`config.mk`:
```
export PLATFORM = sky130hd
export DESIGN_NAME = tiny8_mem
export DESIGN_NICKNAME = d
export VERILOG_FILES = /design/src/rtl/tiny8_types_pkg.sv /design/src/rtl/tiny8_mem_array.sv /design/src/rtl/tiny8_mem.sv
export SDC_FILE = /design/constraint.sdc
export NUM_CORES = 2
export LEC_CHECK = 0
export ABC_CLOCK_PERIOD_IN_PS = 4280
export CORE_ASPECT_RATIO = 1.1
export CORE_UTILIZATION = 47
export DETAILED_ROUTE_END_ITERATION = 8
export GPL_TIMING_DRIVEN = 0
export PLACE_DENSITY = 0.66
export SLEW_MARGIN = 20
export SYNTH_ARGS = -nofsm -noshare
export SYNTH_HDL_FRONTEND = slang
export SYNTH_SLANG_ARGS = --single-unit
```
`constraint.sdc`:
```
create_clock -name clk -period 4.28 [get_ports clk]
set_input_delay 1.284 -clock clk [delete_from_list [all_inputs] [get_ports clk]]
set_output_delay 1.284 -clock clk [all_outputs]
set_load 0.02 [all_outputs]
```
`src/rtl/tiny8_types_pkg.sv`:
```
// Shared types and defaults for the tiny8 core and its memory responder.
package tiny8_types;

    typedef enum logic [1:0] {
        MEM_IDLE = 2'd0,
        MEM_WAIT = 2'd1,
        MEM_RESP = 2'd2
    } tiny8_mem_state;

    typedef logic [7:0] tiny8_word;

    localparam int TINY8_MEM_RD_LAT = 2;
    localparam int TINY8_MEM_WR_LAT = 1;

    function automatic int tiny8_max(input int a, input int b);
        return (a > b) ? a : b;
    endfunction

endpackage

```
`src/rtl/tiny8_mem_array.sv`:
```
// Byte storage for tiny8_mem: synchronous write, registered read, no reset.
// DEPTH must be a power of two and at least 2.
module tiny8_mem_array #(
    parameter int DATA_WIDTH = 8,
    parameter int DEPTH      = 256,
    localparam int IW        = $clog2(DEPTH)
) (
    input  logic                  clk,
    input  logic                  we,
    input  logic [IW-1:0]         index,
    input  logic [DATA_WIDTH-1:0] wdata,
    output logic [DATA_WIDTH-1:0] rdata
);

    logic [DATA_WIDTH-1:0] mem [DEPTH];

    // Write the addressed word when enabled; always register the addressed word.
    always_ff @(posedge clk) begin
        if (we) begin
            mem[index] <= wdata;
        end
        rdata <= mem[index];
    end

endmodule

```
`src/rtl/tiny8_mem.sv`:
```
// tiny8 memory responder: accepts one read/write request in IDLE, waits the
// programmed latency, then pulses mem_resp for one cycle.
// Optional feature macro: TINY8_MEM_BOUNDS_EN (flag addresses >= DEPTH;
// flagged writes are dropped, flagged reads return all-ones).
//
// state    | meaning
// MEM_IDLE | no request pending, sampling mem_read/mem_write
// MEM_WAIT | latency counter running
// MEM_RESP | mem_resp high for this single cycle
module tiny8_mem
    import tiny8_types::*;
#(
    parameter int ADDR_WIDTH    = 8,
    parameter int DATA_WIDTH    = 8,
    parameter int DEPTH         = 256,
    parameter int READ_LATENCY  = TINY8_MEM_RD_LAT,
    parameter int WRITE_LATENCY = TINY8_MEM_WR_LAT
) (
    input  logic                  clk,
    input  logic                  rst_n,
    input  logic                  mem_read,
    input  logic                  mem_write,
    input  logic [ADDR_WIDTH-1:0] mem_address,
    input  logic [DATA_WIDTH-1:0] mem_wdata,
    output logic [DATA_WIDTH-1:0] mem_rdata,
    output logic                  mem_resp,
    output logic                  mem_err
);

    localparam int IW      = $clog2(DEPTH);
    localparam int MAX_LAT = tiny8_max(READ_LATENCY, WRITE_LATENCY);
    localparam int CW      = $clog2(MAX_LAT) + 1;
    localparam logic [CW-1:0] RD_LOAD = CW'(READ_LATENCY - 1);
    localparam logic [CW-1:0] WR_LOAD = CW'(WRITE_LATENCY - 1);

    tiny8_mem_state        state;
    logic [CW-1:0]         lat_cnt;
    logic                  op_write;
    logic [IW-1:0]         idx_q;
    logic                  oob_q;
    logic                  rd_live;
    logic [DATA_WIDTH-1:0] rdata_q;
    logic                  resp_q;
    logic                  err_q;

    logic                  req;
    logic                  accept;
    logic                  oob;
    logic                  arr_we;
    logic [IW-1:0]         arr_index;
    logic [DATA_WIDTH-1:0] arr_rdata;
    logic [DATA_WIDTH-1:0] rd_word;
    logic [CW-1:0]         load_val;

    assign req      = mem_read | mem_write;
    assign accept   = (state == MEM_IDLE) && req;
    assign load_val = mem_write ? WR_LOAD : RD_LOAD;

`ifdef TINY8_MEM_BOUNDS_EN
    localparam logic [ADDR_WIDTH:0] DEPTH_LIM = (ADDR_WIDTH + 1)'(DEPTH);
    assign oob = ({1'b0, mem_address} >= DEPTH_LIM);
`else
    // Upper address bits are ignored so accesses wrap modulo DEPTH.
    assign oob = 1'b0 & (|mem_address);
`endif

    assign arr_we = accept && mem_write && !oob;

    // While a request is in flight the array keeps re-reading the captured
    // index, so its registered output holds the word sampled at acceptance.
    assign arr_index = (state == MEM_IDLE) ? mem_address[IW-1:0] : idx_q;

    tiny8_mem_array #(
        .DATA_WIDTH(DATA_WIDTH),
        .DEPTH     (DEPTH)
    ) u_array (
        .clk  (clk),
        .we   (arr_we),
        .index(arr_index),
        .wdata(mem_wdata),
        .rdata(arr_rdata)
    );

    assign rd_word   = oob_q ? '1 : arr_rdata;
    // In the read RESP cycle the fresh word comes straight from the array
    // register; afterwards it is parked in rdata_q until the next read.
    assign mem_rdata = rd_live ? rd_word : rdata_q;
    assign mem_resp  = resp_q;
    assign mem_err   = err_q;

    // Request FSM with latency down-counter and registered response flags.
    always_ff @(posedge clk or negedge rst_n) begin
        if (!rst_n) begin
            state    <= MEM_IDLE;
            lat_cnt  <= '0;
            op_write <= 1'b0;
            idx_q    <= '0;
            oob_q    <= 1'b0;
            rd_live  <= 1'b0;
            rdata_q  <= '0;
            resp_q   <= 1'b0;
            err_q    <= 1'b0;
        end else begin
            resp_q <= 1'b0;
            err_q  <= 1'b0;
            case (state)
                MEM_IDLE: begin
                    if (req) begin
                        op_write <= mem_write;
                        idx_q    <= mem_address[IW-1:0];
                        oob_q    <= oob;
                        if (load_val == '0) begin
                            state   <= MEM_RESP;
                            lat_cnt <= '0;
                            resp_q  <= 1'b1;
                            err_q   <= oob;
                            rd_live <= !mem_write;
                        end else begin
                            state   <= MEM_WAIT;
                            lat_cnt <= load_val;
                        end
                    end
                end
                MEM_WAIT: begin
                    lat_cnt <= lat_cnt - CW'(1);
                    if (lat_cnt == CW'(1)) begin
                        state   <= MEM_RESP;
                        resp_q  <= 1'b1;
                        err_q   <= oob_q;
                        rd_live <= !op_write;
                    end
                end
                MEM_RESP: begin
                    state <= MEM_IDLE;
                    if (rd_live) begin
                        rdata_q <= rd_word;
                    end
                    rd_live <= 1'b0;
                end
                default: begin
                    state <= MEM_IDLE;
                end
            endcase
        end
    end

endmodule

```
# ---- Word-level counts from Yosys, hierarchy flattened
# Memory sizes are Yosys's and may differ from the RTL's. A register that Yosys moved wholly into a read port is not among the register bits.
# Cells that the tools add are included.
dict set report totals {
  mem_count 1
  mem_bits_rw 2048
  input_bits 20
  output_inout_bits 10
  word_cells 48
  regBits 23
}
dict set report classes {
  n_mux 20
  add_sub_neg 1
  bitwise 1
  reduce_logical 12
  eq_ne 6
}
# name depth width read_ports rd_ports_with_merged_regs wr line
set mem_list {}
lappend mem_list {u_array.mem 256 8 1 1 1 tiny8_mem_array.sv:15} ;# logic [DATA_WIDTH-1:0] mem [DEPTH];
# cell n
set op_table {}
lappend op_table {{2-to-1 mux 8 bit} 2}
lappend op_table {{2-to-1 mux 1 bit} 10}
lappend op_table {{2-to-1 mux 2 bit} 4}
lappend op_table {{case mux 2 bit (2 select lines)} 2}
lappend op_table {{AND reduction 2 bit} 3}
lappend op_table {{equality test 2 x 1 -> 1 bit, second input constant} 2}
lappend op_table {{logical NOT 2 bit} 2}
lappend op_table {{!= test 2 bit, second input constant} 2}
lappend op_table {{AND reduction 4 bit} 1}
lappend op_table {{case mux 1 bit (3 select lines)} 1}
lappend op_table {{nonzero test 3 bit} 1}
lappend op_table {{equality test 2 bit, second input constant} 1}
lappend op_table {{logical AND 1 bit} 2}
lappend op_table {{logical NOT 1 bit} 2}
lappend op_table {{!= test 2 x 1 -> 1 bit, second input constant} 1}
lappend op_table {{case mux 1 bit (2 select lines)} 1}
lappend op_table {{nonzero test 2 bit} 1}
lappend op_table {{subtractor 2 x 1 -> 2 bit, second input constant} 1}
lappend op_table {{bitwise OR 1 bit} 1}

# ---- Logic depth before layout (Yosys ltp)
dict set report depth {
  depth_word 5
  depth_mapped 15
  mapped_depth_nobuf 10
}

# ---- By module
# A second synthesis with hierarchy kept.
dict set report unflattened {
  hier_cells 3641
  area_unflattened_um2 79722.7
}
# mod area_per_inst_um2 cells_per_inst instances seq_area_each_um2
set modules_own_cells {}
lappend modules_own_cells {tiny8_mem_array 78492.8 3547 1 61659.1}
lappend modules_own_cells {tiny8_mem 1229.9 94 1 575.6}

# ---- Worst setup path before layout
# No wires, ideal clock.
dict set report synth_timing {
  path_kind {input to register}
  start {in mem_address[1]}
  end {mem u_array.mem[114][0] (enable)}
  required_ns 3.910
  slack_ns 0.633
  cell_stages 9
  setup_time_ns 0.370
  t_arrival_ns 3.277
  cell_sequence {clkbuf_1 mux2i_1 buf_2 buf_2 buf_2 nor3_1 nand2_1 clkbuf_1 nor2_1}
}
dict set report synth_via {
  elab_chain_len 1
}
# item line
set synth_rtl {}
lappend synth_rtl {{start, declared} tiny8_mem.sv:23} ;# input logic [ADDR_WIDTH-1:0] mem_address,
lappend synth_rtl {{2-to-1 mux 8 bit} tiny8_mem.sv:71} ;# assign arr_index = (state == MEM_IDLE) ? mem_address[IW-1:0] : idx_q;
lappend synth_rtl {{end, declared} tiny8_mem_array.sv:15}
# No other way between the ends.

# ---- Final worst setup path
dict set report layout_timing {
  start {in mem_address[4]}
  end {reg u_array.rdata[6], read port of u_array.mem}
}
dict set report layout_via {
  elab_chain_len 1
}
# item line
set layout_rtl {}
lappend layout_rtl {{2-to-1 mux 8 bit} tiny8_mem.sv:71}
lappend layout_rtl {{end, declared} tiny8_mem_array.sv:12} ;# output logic [DATA_WIDTH-1:0] rdata
# No other way between the ends.
# A chain may end at the register's enable or synchronous reset.

==> flow_summary.ini <==
[critical_path]
worst_ep_required_time_ns = 4.88
worstRegToRegCells = 11
cell_with_the_largest_stage_delay_on_the_worst_path = sky130_fd_sc_hd__o41ai_4
reg2reg_setup_slack_ns = 0
setup.worst_path.class = input pin to flop
cp_max_fo = 10
crit_path_largest_cell_delay_ns = 0.64
crit_top_cell = sky130_fd_sc_hd__nand4_1
cp-end-kind = flop
r2r_end = u_array.mem[231][0]$_DFFE_PP_
worstPathArrival_ns = 4.89
critPathLaunchType = input pin
source_of_the_critical_timing_path = mem_address[4]
critPathCapture = u_array.rdata[6]$_DFF_P_
crit-reg2reg-launch = state[0]$_DFFE_PN0P_
crit_path_cell_trace = clkdlybuf4s50_1 > and3b_1 > o21ai_2 > clkbuf_2 > a31oi_1 > nand4_1 > nand4_1 > o41ai_4 > o311a_1 > o211ai_1

[global_route]
antenna_found_initial = 12
grt_remaining_overflow = 0
grtUsageTotal = 0.263
via_count_of_the_first_global_routing_pass = 45800
grt_pass1_wl_um = 326000
largest_net_degree_at_the_start_of_global_routing = 121

[yosys]
most_common_cell_in_the_netlist = sky130_fd_sc_hd__edfxtp_1
syn_nets = 5110
synth_enable_flop_cells = 2048
post_synthesis_register_bit_count = 2079
synth.lib_cells_used.distinct = 49
yosys.area.top_type_share = 0.758
synth_ff_type = sky130_fd_sc_hd__edfxtp_1
yosysSeqAreaShare = 0.767
netlist_area_um2 = 81100
postSynth.asyncResetShare = 0.0111
synth_top_cell_by_area = sky130_fd_sc_hd__edfxtp_1
synthTopCellsByCount = sky130_fd_sc_hd__edfxtp_1 (2048), sky130_fd_sc_hd__nand2_1 (1111), sky130_fd_sc_hd__nand3_1 (398)
yosys-top-cells-area = sky130_fd_sc_hd__edfxtp_1 (76%), sky130_fd_sc_hd__mux4_2 (6.2%), sky130_fd_sc_hd__nand2_1 (5.1%)
syn_avg_cell_area_um2 = 16.0
postSynthCellCount = 5085
warning_count_from_the_yosys_run = 0

[sta]
slew_headroom = 0.229
final_period_minus_worst_setup_slack_ns = 4.29
tns_ns = -0.0272
report.final.setup_viol = 8
grt_setup_unrepaired = yes
tightestPinTransition_ns = 1.16
finalMaxSlewViolations = 0
final.setup_skew_ns = 0.0328
final-hold-violation-count = 0
max_clock_freq_mhz = 233
final_min_period_over_clock_period = 1.00
worst_slack_ns = -0.00978

[final_layout]
ff_latch_area_um2 = 62200
nets = 5353
fillers = 13500
combined_area_of_the_multi_input_logic_cells_um2 = 18500
final_core_utilization = 0.540
finish.cell_count_without_fillers = 7750
syn2layout_area_growth_pct = 13.9
layout-drive-gt1-share = 0.183

[place]
detailedPlacementHpwl_um = 154000
gp_congestion = 0.932
place.port_buffers = 25
number_of_placed_instances_with_taps_included = 7384
pre_cts_ws_ns = -2.28

[run_status]
failed_checks = design-rule violations, negative setup slack
outcome = finished with violations

[routing]
drt_wl_total_um = 230000
drt-pass1-iter-count = 9
via_count = 47500
initial_detailed_routing_violation_count = 6665
ant_nets = 0
detail_route.drc_violations = 2
route.detailed.wl_per_inst_um = 29.7
avg_vias_per_cell = 6.12

[clock_tree]
cts.sink_count = 2079
post_cts_hold_buffer_count = 0
maximum_count_of_clock_buffers_along_a_single_path = 3
cts.reportedPaths.clkPinSlew_ns = 0.06
cts-buffers-inserted = 193
tritoncts_clock_tree = yes
cts_htree_levels = 4
cts.root.buffer_cell = sky130_fd_sc_hd__clkbuf_16
clock_latency_ns = 0.86

[die]
chipHeight_um = 438
fp.dieArea_um2 = 174000
number_of_top_level_design_ports = 30
dieWidth_um = 398
core_area_um2 = 171000
row_count = 159
initial_utilization = 0.474

[power_and_ir_drop]
maximum_vdd_drop_mv = 0.436
power.density_cell_area_nw_per_um2 = 660
power.leakage_nw = 29.7
post-layout-total-power_mw = 60.9

[min_path]
worst_hold_path_type = input pin to async pin

[flow_run]
timing.max_cap.violations = 0
critical path: cells and delay by family:
| kind | cells | cell delay [ns] |
|---|---|---|
| buffers and inverters | 2 | 1.04 |
| AOI/OAI and AO/OA | 5 | 1.88 |
| and+or+nand+nor | 3 | 0.64 |
flip-flops by register name (all words and copies together), names as in the netlist:
register / cells
u_array.mem: 2048
idx_q: 8
rdata_q: 8
u_array.rdata: 8
lat_cnt: 2
state: 2
mem_resp: 1
op_write: 1
rd_live: 1
how the worst min path moves through the flow:
stage | start | to | cells past startpoint
after floorplan | op_write$_DFFE_PN0P_ | op_write$_DFFE_PN0P_ | 2
after global placement | op_write$_DFFE_PN0P_ | op_write$_DFFE_PN0P_ | 2
after detailed placement | op_write$_DFFE_PN0P_ | op_write$_DFFE_PN0P_ | 2
after CTS | rst_n | rdata_q[4]$_DFFE_PN0N_ | 1
after global routing | rst_n | rdata_q[4]$_DFFE_PN0N_ | 1
final | rst_n | rdata_q[4]$_DFFE_PN0N_ | 1
through the flow:
stage | hold slack, ns | instance area, um^2
floorplan | 0.445 | 81100
global placement | 0.467 | 84200
detailed placement | 0.468 | 84800
CTS | 0.187 | 92000
global route | 0.220 | 92400
finish | 0.236 | 92400
cells in the final DEF (no fill, tap or decap), drive strengths merged, types with 10 or more instances in the layout:
master,Yosys,final
and3,48,48
nand3,398,398
mux2i,60,60
a311oi,64,64
clkbuf,177,421
bufinv,0,13
mux2,25,25
clkdlybuf4s50,0,13
nand4,72,72
clkinv,0,87
edfxtp,2048,2048
a32oi,56,56
dfrtp,23,23
a22o,17,17
inv,8,15
a31oi,106,106
nor2,269,269
and2,10,10
a22oi,96,96
o22ai,19,19
buf,157,190
mux4,224,224
nand2,1111,1111
o31ai,17,17
cells by family after synthesis:
group | share of synthesized area
AOI/OAI and AO/OA | 0.0393
adders and majority gates | 0.000771
buffers and inverters | 0.0198
DFF | 0.767
muxes | 0.0732
other | 0.0000462
and+or+nand+nor | 0.100
power by group:
part           total (mW)  leakage, nW  internal (mW)  switching [mW]
Sequential           22.8         18.8           22.6           0.138
Clock                16.7         2.95           9.24            7.47
Combinational        21.5         7.99           6.77            14.7
routing by layer:
metal / global-route usage / part of all wire / vias to the layer above
met5: 0 / 0.00018 / -
met4: 0.107 / 0.040 / 6
met3: 0.0543 / 0.10 / 472
met2: 0.424 / 0.48 / 2689
met1: 0.351 / 0.38 / 24200
li1: - / - / 20100
cell type report:
cell class | instances | area share
Antenna cell | 6 | 0.000162
Inverter | 8 | 0.000325
Buffer | 330 | 0.0209
Timing Repair Buffer | 52 | 0.00917
Tap cell | 2254 | 0.0305
Clock buffer | 246 | 0.0555
Multi-Input combinational cell | 2664 | 0.200
Clock inverter | 111 | 0.0100
Sequential cell | 2079 | 0.674
timing repair:
item	4_1_cts	5_1_grt
buffers inserted	4	3
endpoints found under the setup margin	1704	1104
resized for setup	358	181
pin swaps	15	23
No activity file was read; power rests on OpenSTA's default activity.
